**src/rtl/instr_fetch_unit_if.sv**
```systemverilog
// -----------------------------------------------------------------------------
// instr_fetch_unit_if
// Groups the instruction-fetch unit's bus signals: the start control, the
// combinational instruction-memory port, the redirect port, the decode-side
// valid/ready handshake and the status outputs.
//
//   master : the fetch unit (drives Instr_Addr, if_*, fetch_state,
//            out_of_range)
//   slave  : the surrounding core / memory (drives start, Instruction,
//            redirect_*, if_ready)
// -----------------------------------------------------------------------------
interface instr_fetch_unit_if;
    logic        start;
    logic [63:0] Instr_Addr;
    logic [31:0] Instruction;
    logic        redirect_valid;
    logic [63:0] redirect_pc;
    logic        if_valid;
    logic        if_ready;
    logic [63:0] if_pc;
    logic [31:0] if_instr;
    logic [1:0]  fetch_state;
    logic        out_of_range;

    modport master (
        input  start, Instruction, redirect_valid, redirect_pc, if_ready,
        output Instr_Addr, if_valid, if_pc, if_instr, fetch_state, out_of_range
    );

    modport slave (
        output start, Instruction, redirect_valid, redirect_pc, if_ready,
        input  Instr_Addr, if_valid, if_pc, if_instr, fetch_state, out_of_range
    );
endinterface

```
**src/rtl/instr_fetch_unit.sv**
```systemverilog
// -----------------------------------------------------------------------------
// instr_fetch_unit
// Owns the program counter, reads one word per cycle from a combinational
// instruction memory, buffers {pc, word} pairs in a DEPTH-entry FIFO and hands
// them to decode over a valid/ready handshake. Redirects flush the FIFO and
// reload the PC; fetching stops (HALT) once the PC leaves the populated
// memory range.
//
// Ports:
//   clk   : rising-edge clock
//   reset : asynchronous, active-low reset
//   bus   : instr_fetch_unit_if.master
//             start          one-cycle pulse, IDLE -> FETCH
//             Instr_Addr     byte address to memory (= pc)
//             Instruction    word returned in the same cycle
//             redirect_*     new PC target, flushes the queue
//             if_valid/ready decode handshake; if_pc/if_instr = queue head
//             fetch_state    0 IDLE, 1 FETCH, 2 HALT
//             out_of_range   sticky, cleared by redirect
// -----------------------------------------------------------------------------
module instr_fetch_unit #(
    parameter logic [63:0] RESET_PC   = 64'h0,
    parameter int          DEPTH      = 2,
    parameter int          IMEM_BYTES = 84
) (
    input  logic               clk,
    input  logic               reset,
    instr_fetch_unit_if.master bus
);

    localparam int             PTR_W      = (DEPTH > 1) ? $clog2(DEPTH) : 1;
    localparam logic [PTR_W:0] DEPTH_CNT  = (PTR_W + 1)'(DEPTH);
    localparam logic [64:0]    IMEM_LIMIT = 65'(IMEM_BYTES);

    typedef enum logic [1:0] {
        ST_IDLE  = 2'd0,
        ST_FETCH = 2'd1,
        ST_HALT  = 2'd2
    } state_t;

    state_t           state;
    logic [63:0]      pc;
    logic             oor;

    logic [63:0]      q_pc    [DEPTH];
    logic [31:0]      q_instr [DEPTH];
    logic [PTR_W-1:0] rd_ptr;
    logic [PTR_W-1:0] wr_ptr;
    logic [PTR_W:0]   count;

    logic in_range;
    logic not_empty;
    logic pop;
    logic push;

    // 65-bit sum so a PC near 2^64 cannot wrap back into range.
    assign in_range  = ({1'b0, pc} + 65'd4) <= IMEM_LIMIT;
    assign not_empty = (count != '0);

    // A redirect hides the head so no stale instruction escapes the flush.
    assign bus.if_valid = not_empty & ~bus.redirect_valid;
    assign pop          = bus.if_valid & bus.if_ready;

    // A full queue can still accept a word when the head leaves this cycle.
    assign push = (state == ST_FETCH) && !bus.redirect_valid && in_range &&
                  ((count < DEPTH_CNT) || pop);

    assign bus.Instr_Addr   = pc;
    assign bus.fetch_state  = state;
    assign bus.out_of_range = oor;
    // Gating keeps the head outputs at zero after reset without having to
    // reset the storage array.
    assign bus.if_pc    = not_empty ? q_pc[rd_ptr]    : 64'h0;
    assign bus.if_instr = not_empty ? q_instr[rd_ptr] : 32'h0;

    // NOTE: queue storage has no reset; count alone decides which entries are
    // meaningful, so the array maps onto plain flops/RAM without reset muxes.
    always_ff @(posedge clk) begin
        if (push) begin
            q_pc[wr_ptr]    <= pc;
            q_instr[wr_ptr] <= bus.Instruction;
        end
    end

    // NOTE: all state here uses non-blocking assignments so every register
    // samples pre-edge values, independent of statement order.
    always_ff @(posedge clk or negedge reset) begin
        if (!reset) begin
            state  <= ST_IDLE;
            pc     <= RESET_PC;
            oor    <= 1'b0;
            rd_ptr <= '0;
            wr_ptr <= '0;
            count  <= '0;
        end else if (bus.redirect_valid) begin
            // Redirect beats everything else, including start and fetch.
            pc     <= {bus.redirect_pc[63:2], 2'b00};
            oor    <= 1'b0;
            rd_ptr <= '0;
            wr_ptr <= '0;
            count  <= '0;
            if (state != ST_IDLE) begin
                state <= ST_FETCH;
            end
        end else begin
            case (state)
                ST_IDLE: begin
                    if (bus.start) begin
                        state <= ST_FETCH;
                    end
                end
                ST_FETCH: begin
                    if (!in_range) begin
                        state <= ST_HALT;
                        oor   <= 1'b1;
                    end
                end
                default: begin
                    // HALT: leave only through a redirect; queue keeps draining.
                end
            endcase

            if (push) begin
                pc     <= pc + 64'd4;
                wr_ptr <= wr_ptr + 1'b1;
            end
            if (pop) begin
                rd_ptr <= rd_ptr + 1'b1;
            end
            if (push && !pop) begin
                count <= count + 1'b1;
            end else if (pop && !push) begin
                count <= count - 1'b1;
            end
        end
    end

endmodule
```
**src/flat_wrapper.sv**
```systemverilog
// flat-port wrapper written by rule: the top's interface ports become plain ports
module instr_fetch_unit_flat 
#(
    parameter logic [63:0] RESET_PC   = 64'h0,
    parameter int          DEPTH      = 2,
    parameter int          IMEM_BYTES = 84
)
  (clk, reset, bus_start, bus_Instruction, bus_redirect_valid, bus_redirect_pc, bus_if_ready, bus_Instr_Addr, bus_if_valid, bus_if_pc, bus_if_instr, bus_fetch_state, bus_out_of_range);
  instr_fetch_unit_if bus_i ();
  input  logic clk;
  input  logic reset;
  input wire logic [$bits(bus_i.start)-1:0] bus_start;
  input wire logic [$bits(bus_i.Instruction)-1:0] bus_Instruction;
  input wire logic [$bits(bus_i.redirect_valid)-1:0] bus_redirect_valid;
  input wire logic [$bits(bus_i.redirect_pc)-1:0] bus_redirect_pc;
  input wire logic [$bits(bus_i.if_ready)-1:0] bus_if_ready;
  output wire logic [$bits(bus_i.Instr_Addr)-1:0] bus_Instr_Addr;
  output wire logic [$bits(bus_i.if_valid)-1:0] bus_if_valid;
  output wire logic [$bits(bus_i.if_pc)-1:0] bus_if_pc;
  output wire logic [$bits(bus_i.if_instr)-1:0] bus_if_instr;
  output wire logic [$bits(bus_i.fetch_state)-1:0] bus_fetch_state;
  output wire logic [$bits(bus_i.out_of_range)-1:0] bus_out_of_range;
  assign bus_i.start = bus_start;
  assign bus_i.Instruction = bus_Instruction;
  assign bus_i.redirect_valid = bus_redirect_valid;
  assign bus_i.redirect_pc = bus_redirect_pc;
  assign bus_i.if_ready = bus_if_ready;
  assign bus_Instr_Addr = bus_i.Instr_Addr;
  assign bus_if_valid = bus_i.if_valid;
  assign bus_if_pc = bus_i.if_pc;
  assign bus_if_instr = bus_i.if_instr;
  assign bus_fetch_state = bus_i.fetch_state;
  assign bus_out_of_range = bus_i.out_of_range;
  instr_fetch_unit #(.RESET_PC(RESET_PC), .DEPTH(DEPTH), .IMEM_BYTES(IMEM_BYTES)) u_core (.clk(clk), .reset(reset), .bus(bus_i));
endmodule
```
**config.mk**
```make
export PLATFORM = sky130hd
export DESIGN_NAME = instr_fetch_unit_flat
export DESIGN_NICKNAME = d
export VERILOG_FILES = /design/src/rtl/instr_fetch_unit_if.sv /design/src/rtl/instr_fetch_unit.sv /design/src/flat_wrapper.sv
export SDC_FILE = /design/constraint.sdc
export NUM_CORES = 1
export LEC_CHECK = 0
export BUFFER_PORTS_ARGS = -buffer_cell sky130_fd_sc_hd__buf_2
export CORE_MARGIN = 2
export CORE_UTILIZATION = 50
export DETAILED_ROUTE_END_ITERATION = 10
export PLACE_DENSITY = 0.75
export SYNTH_ARGS = -nofsm -noshare
export SYNTH_HDL_FRONTEND = slang
export SYNTH_SLANG_ARGS = --single-unit
```
**constraint.sdc**
```tcl
create_clock -name clk -period 25.5 [get_ports clk]
set_clock_uncertainty 0.2 [all_clocks]
set_input_delay 5.1 -clock clk [delete_from_list [all_inputs] [get_ports clk]]
set_output_delay 5.1 -clock clk [all_outputs]
set_load 0.005 [all_outputs]
```
# --- Yosys cells after proc, flatten, opt, wreduce, memory -nomap -nowiden ---
# Memories as Yosys holds them, arrays and structs flattened.
# Index checks and enable logic that the tools add are counted.
# Widths: inputs -> output; s select.
totals:
  register_bits: 71
  ramBits: 192
  inputBits: 101
  output_inout_bits: 164
  elab_cells: 64
  memories: 2
memory_table:
  columns: ["memory", "depth", "word_bits", "read_ports", "rd_ports_with_merged_regs", "write_ports", "line", "text"]
  rows:
  - ["u_core.q_pc", 2, 64, 1, 0, 1, "instr_fetch_unit.sv:45", "logic [63:0] q_pc [DEPTH];"]
  - ["u_core.q_instr", 2, 32, 1, 0, 1, "instr_fetch_unit.sv:46", "logic [31:0] q_instr [DEPTH];"]
classes:
  add_sub_neg: 6
  n_lt_le_gt_ge: 2
  eq_ne: 5
  n_mux: 21
  bitwise: 3
  reduce_logical: 19
ops:
  columns: ["op", "n"]
  rows:
  - ["$mux 64", 3]
  - ["$add 64x3->65 const B", 1]
  - ["$le 65x7->1 const B", 1]
  - ["$add 64x3->64 const B", 1]
  - ["$mux 32", 1]
  - ["$mux 2", 7]
  - ["$reduce_bool 2->1", 5]
  - ["$mux 1", 9]
  - ["$ne 3x3->1 const B", 2]
  - ["$reduce_bool 3->1", 2]
  - ["$logic_and 1x1->1", 5]
  - ["$pmux 2 s2", 1]
  - ["$reduce_and 4->1", 1]
  - ["$logic_not 1->1", 3]
  - ["$add 1x1->1 const B", 2]
  - ["$add 2x1->2 const B", 1]
  - ["$and 1x1->1", 2]
  - ["$eq 2x1->1 const B", 1]
  - ["$logic_not 2->1", 1]
  - ["$lt 2x2->1 const B", 1]
  - ["$ne 2x1->1 const B", 1]
  - ["$ne 2x2->1 const B", 1]
  - ["$reduce_and 2->1", 1]
  - ["$sub 2x1->2 const B", 1]
  - ["other kinds (2)", 2]

# --- Logic depth before layout (Yosys ltp) ---
logic_depth:
  ltp_word: 10
  mapped_depth: 12

# --- Worst setup path before layout ---
# OpenSTA, ideal clock, no wires.
synth_timing:
  path_type: "input to register"
  start: "input bus_redirect_valid"
  end: "memory u_core.q_instr[1][0] (enable)"
  setup_ns: 0.663
  arrival_ns: 12.119
  setup_slack_ns: 12.518
  path_stages: 5
  path_buffers: 1
  path_cell_list: "clkbuf_1 nor2_1 nand2_1 a21o_1 nor3_1"
synth_via:
  elab_chain_len: 7
  elab_cells_between_ends: 10
  cone_classes: "2 x mux; 3 x bitwise; 5 x reduce/logical"
synth_rtl:
  columns: ["element", "line", "text"]
  rows:
  - ["start: declaration", "flat_wrapper.sv:14", "input wire logic [$bits(bus_i.redirect_valid)-1:0] bus_redirect_valid;"]
  - ["$not 1->1", "instr_fetch_unit.sv:61", "assign bus.if_valid = not_empty & ~bus.redirect_valid;"]
  - ["$and 1x1->1", "instr_fetch_unit.sv:61", null]
  - ["$and 1x1->1", "instr_fetch_unit.sv:62", "assign pop = bus.if_valid & bus.if_ready;"]
  - ["$logic_or 1x1->1", "instr_fetch_unit.sv:66", "((count < DEPTH_CNT) || pop);"]
  - ["$logic_and 1x1->1 (*)", "instr_fetch_unit.sv:65", "assign push = (state == ST_FETCH) && !bus.redirect_valid && in_range &&"]
  - ["$mux 1 (*)", "instr_fetch_unit.sv:79", "if (push) begin"]
  - ["$mux 1 (implied by the code) (*)", "instr_fetch_unit.sv:81", "q_instr[wr_ptr] <= bus.Instruction;"]
  - ["end: declaration", "instr_fetch_unit.sv:46", null]
# Mark *: on every way between the ends. The rest lies on a longest branch, timed or not.

# --- Worst setup path after layout ---
layout_timing:
  start: "input bus_redirect_valid"
  end: "output bus_if_valid"
layout_via:
  elab_chain_len: 2
layout_rtl:
  columns: ["element", "line", "text"]
  rows:
  - ["$not 1->1", "instr_fetch_unit.sv:61", null]
  - ["$and 1x1->1", "instr_fetch_unit.sv:61", null]
  - ["end: declaration", "flat_wrapper.sv:18", "output wire logic [$bits(bus_i.if_valid)-1:0] bus_if_valid;"]
# No other way between the ends.

==> impl_metrics.env <==
export IMPL_die_height_um=156
export IMPL_path_class="in -> out"
export IMPL_cts_buffers=27
export IMPL_dr_pass1_iters=6
export IMPL_grt_usage_pct=22.3
export IMPL_yosys_top_cells_count="edfxtp_1, nor2_1, mux2i_1"
export IMPL_nets=1227
export IMPL_reg2reg_to="u_core.q_instr[0][17]$_DFFE_PP_"
export IMPL_syn_area_mm2=0.0115
export IMPL_ys_flop_type="edfxtp_1"
export IMPL_vias=8163
export IMPL_outcome="finished clean"
export IMPL_die_w_um=156
export IMPL_arrival_ns=5.58
export IMPL_fmax_ghz=0.0919
export IMPL_hold_viol_final=0
export IMPL_yosysSeqAreaShare_pct=63.9
export IMPL_crit_required_ns=20.20
export IMPL_synth_area_leaders="edfxtp_1, dfrtp_1, mux2i_1"
export IMPL_grt_max_degree=78
export IMPL_port_buffers=258
export IMPL_tns_ns=0
export IMPL_drtIter0Drc=642
export IMPL_drive_above_1_share_pct=32.8
export IMPL_gp_congestion=0.897
export IMPL_dp_cells=1380
export IMPL_post_cts_buffers=0
export IMPL_synth_edf_count=188
export IMPL_cts_tree="yes"
export IMPL_initial_core_util_pct=50.9
export IMPL_p_leak_uw=0.00524
export IMPL_hp_class="reg -> reg"
export IMPL_cts_hold_buf=0
export IMPL_multi_input_comb_area_mm2=0.00393
export IMPL_path_max_fanout=6
export IMPL_setup_worst_path_start_class="primary input"
export IMPL_ctsHtreeMaxLevel=1
export IMPL_clock_path_buffers=3
export IMPL_async_reset_ff_share_pct=26.8
export IMPL_end_kind="primary output"
export IMPL_stdcell_count=1431
export IMPL_setup_violations=0
export IMPL_fp_coreArea_mm2=0.0226
export IMPL_path_clk_slew_ns=0.06
export IMPL_antenna_found_initial=2
export IMPL_ys_seq_elements=257
export IMPL_fill_cells=1770
export IMPL_rsz0062_at_grt="no"
export IMPL_synth_top_area_cell="edfxtp_1"
export IMPL_dp_hpwl_um=18500
export IMPL_postSynthCellCount=872
export IMPL_syn_avg_cell_area_um2=13.2
export IMPL_grt_pass1_vias=7764
export IMPL_tightestPinTransition_ns=1.00
export IMPL_grt_pass1_wl_um=42600
export IMPL_yosysTopAreaCellShare_pct=49.0
export IMPL_ys_types=72
export IMPL_rr_worst_depth=11
export IMPL_place_ws_ns=14.58
export IMPL_ios=265
export IMPL_irDropWorstVdd_uv=49.9
export IMPL_ys_warnings_count=0
export IMPL_routedWlPerCell_um=19.6
export IMPL_maxCapViolCount=0
export IMPL_clock_latency_ns=0.53
export IMPL_finalPower_uw=919
export IMPL_period_share_pct=42.7
export IMPL_dieArea_mm2=0.0243
export IMPL_maxSlewViolCount=0
export IMPL_rrSetupSlack_ns=20.02
export IMPL_fin_ws_ns=14.62
export IMPL_holdPathStages=2
export IMPL_drtAntennaViolNets=0
export IMPL_grt_overflow_total=0
export IMPL_cts_sinks=257
export IMPL_cellPowerDensity_mw_per_mm2=66.2
export IMPL_finalCriticalPeriod_ns=10.88
export IMPL_slew_headroom_pct=33.3
export IMPL_holdPathEnd="u_core.wr_ptr$_DFFE_PN0P_"
export IMPL_drcViolationCount=0
export IMPL_post_cts_resized=0
export IMPL_yosysMostFrequentCell="edfxtp_1"
export IMPL_vias_per_cell=5.70
export IMPL_rr_startpoint="u_core.bus.Instr_Addr[3]$_DFFE_PN0P_"
export IMPL_regArea_mm2=0.00738
export IMPL_root_buffer="clkbuf_16"
export IMPL_rows=55
export IMPL_synthToLayoutAreaGrowth_pct=20.3
export IMPL_routed_wl_um=28100
export IMPL_hold_start="u_core.wr_ptr$_DFFE_PN0P_"
==> metal layers <==
metal  global-route usage, %  part of all wire [%]  up-vias
li1                        -                     -     3807
met1                    30.5                    43     3972
met5                       0                 0.057        -
met2                    36.4                    47      338
met3                    4.81                   7.7       44
met4                    6.38                   2.1        2
==> sequential cells by signal, summed over array words and instances, names as in the netlist <==
| name | flops |
|---|---|
| u_core.bus.fetch_state | 2 |
| u_core.q_pc | 124 |
| u_core.count | 2 |
| u_core.bus.out_of_range | 1 |
| u_core.wr_ptr | 1 |
| u_core.bus.Instr_Addr | 62 |
| u_core.rd_ptr | 1 |
| u_core.q_instr | 64 |
==> cell usage in the layout (no fill, tap or decap), types with 11 or more instances in the layout <==
cell type / instances
mux2i_1: 102
edfxtp_1: 188
o21ai_0: 23
a21oi_1: 16
nor4_1: 11
nor2_1: 133
buf_2: 256
nand4_1: 30
nor3_1: 11
clkbuf_16: 27
dfrtp_1: 68
mux2_2: 52
nand3_1: 24
inv_1: 13
nand2_1: 29
==> through the flow <==
| step | utilization, % | cell area, µm² | hold slack (ns) |
|---|---|---|---|
| floorplan | - | 11500 | 0.281 |
| global placement | 57.7 | 13100 | 0.318 |
| detailed placement | 57.7 | 13100 | 0.327 |
| CTS | 61.3 | 13900 | 0.347 |
| global route | 61.3 | 13900 | 0.360 |
| finish | 61.3 | 13900 | 0.344 |
==> power by group <==
part           internal [µW]  switching [µW]
Combinational           32.4            33.0
Clock                    204             156
Sequential               464            29.5
Total                    700             218
==> critical path, stage by stage <==
cell	delay (ns)
buf_4	0.15
nor2_1	0.16
buf_2	0.16
==> cell type report <==
cell class | count | area share [%]
inverter | 14 | 0.397
clock inverter | 19 | 0.857
multi-input combinational | 560 | 28.3
antenna | 1 | 0.0180
sequential | 257 | 53.2
tap | 285 | 2.57
clock buffer | 31 | 4.98
timing repair buffer | 264 | 9.67
==> cells by family (layout without fill, tap and decap cells) <==
| family | Yosys count | after routing | synth area share, % |
|---|---|---|---|
| flip-flops | 257 | 257 | 63.9 |
| AO/OA/AOI/OAI | 86 | 86 | 5.11 |
| other | 1 | 5 | 0.0325 |
| buffers and inverters | 58 | 328 | 2.16 |
| XOR/XNOR | 12 | 12 | 0.912 |
| multiplexers | 154 | 154 | 13.9 |
| adder cells (fa/ha/maj) | 2 | 2 | 0.217 |
| AND/OR/NAND/NOR | 302 | 302 | 13.7 |
==> worst max path at each step <==
stage	start	to	slack, ns	cells after the start
finish	bus_redirect_valid	bus_if_valid	14.62	3
global route	bus_redirect_valid	bus_if_valid	14.60	3
floorplan	bus_redirect_valid	u_core.q_instr[1][0]$_DFFE_PP_	12.52	5
detailed placement	bus_redirect_valid	bus_if_valid	14.58	3
global placement	bus_redirect_valid	bus_if_valid	14.55	3
CTS	bus_redirect_valid	bus_if_valid	14.58	3
No activity file was read; power rests on OpenSTA's default activity.
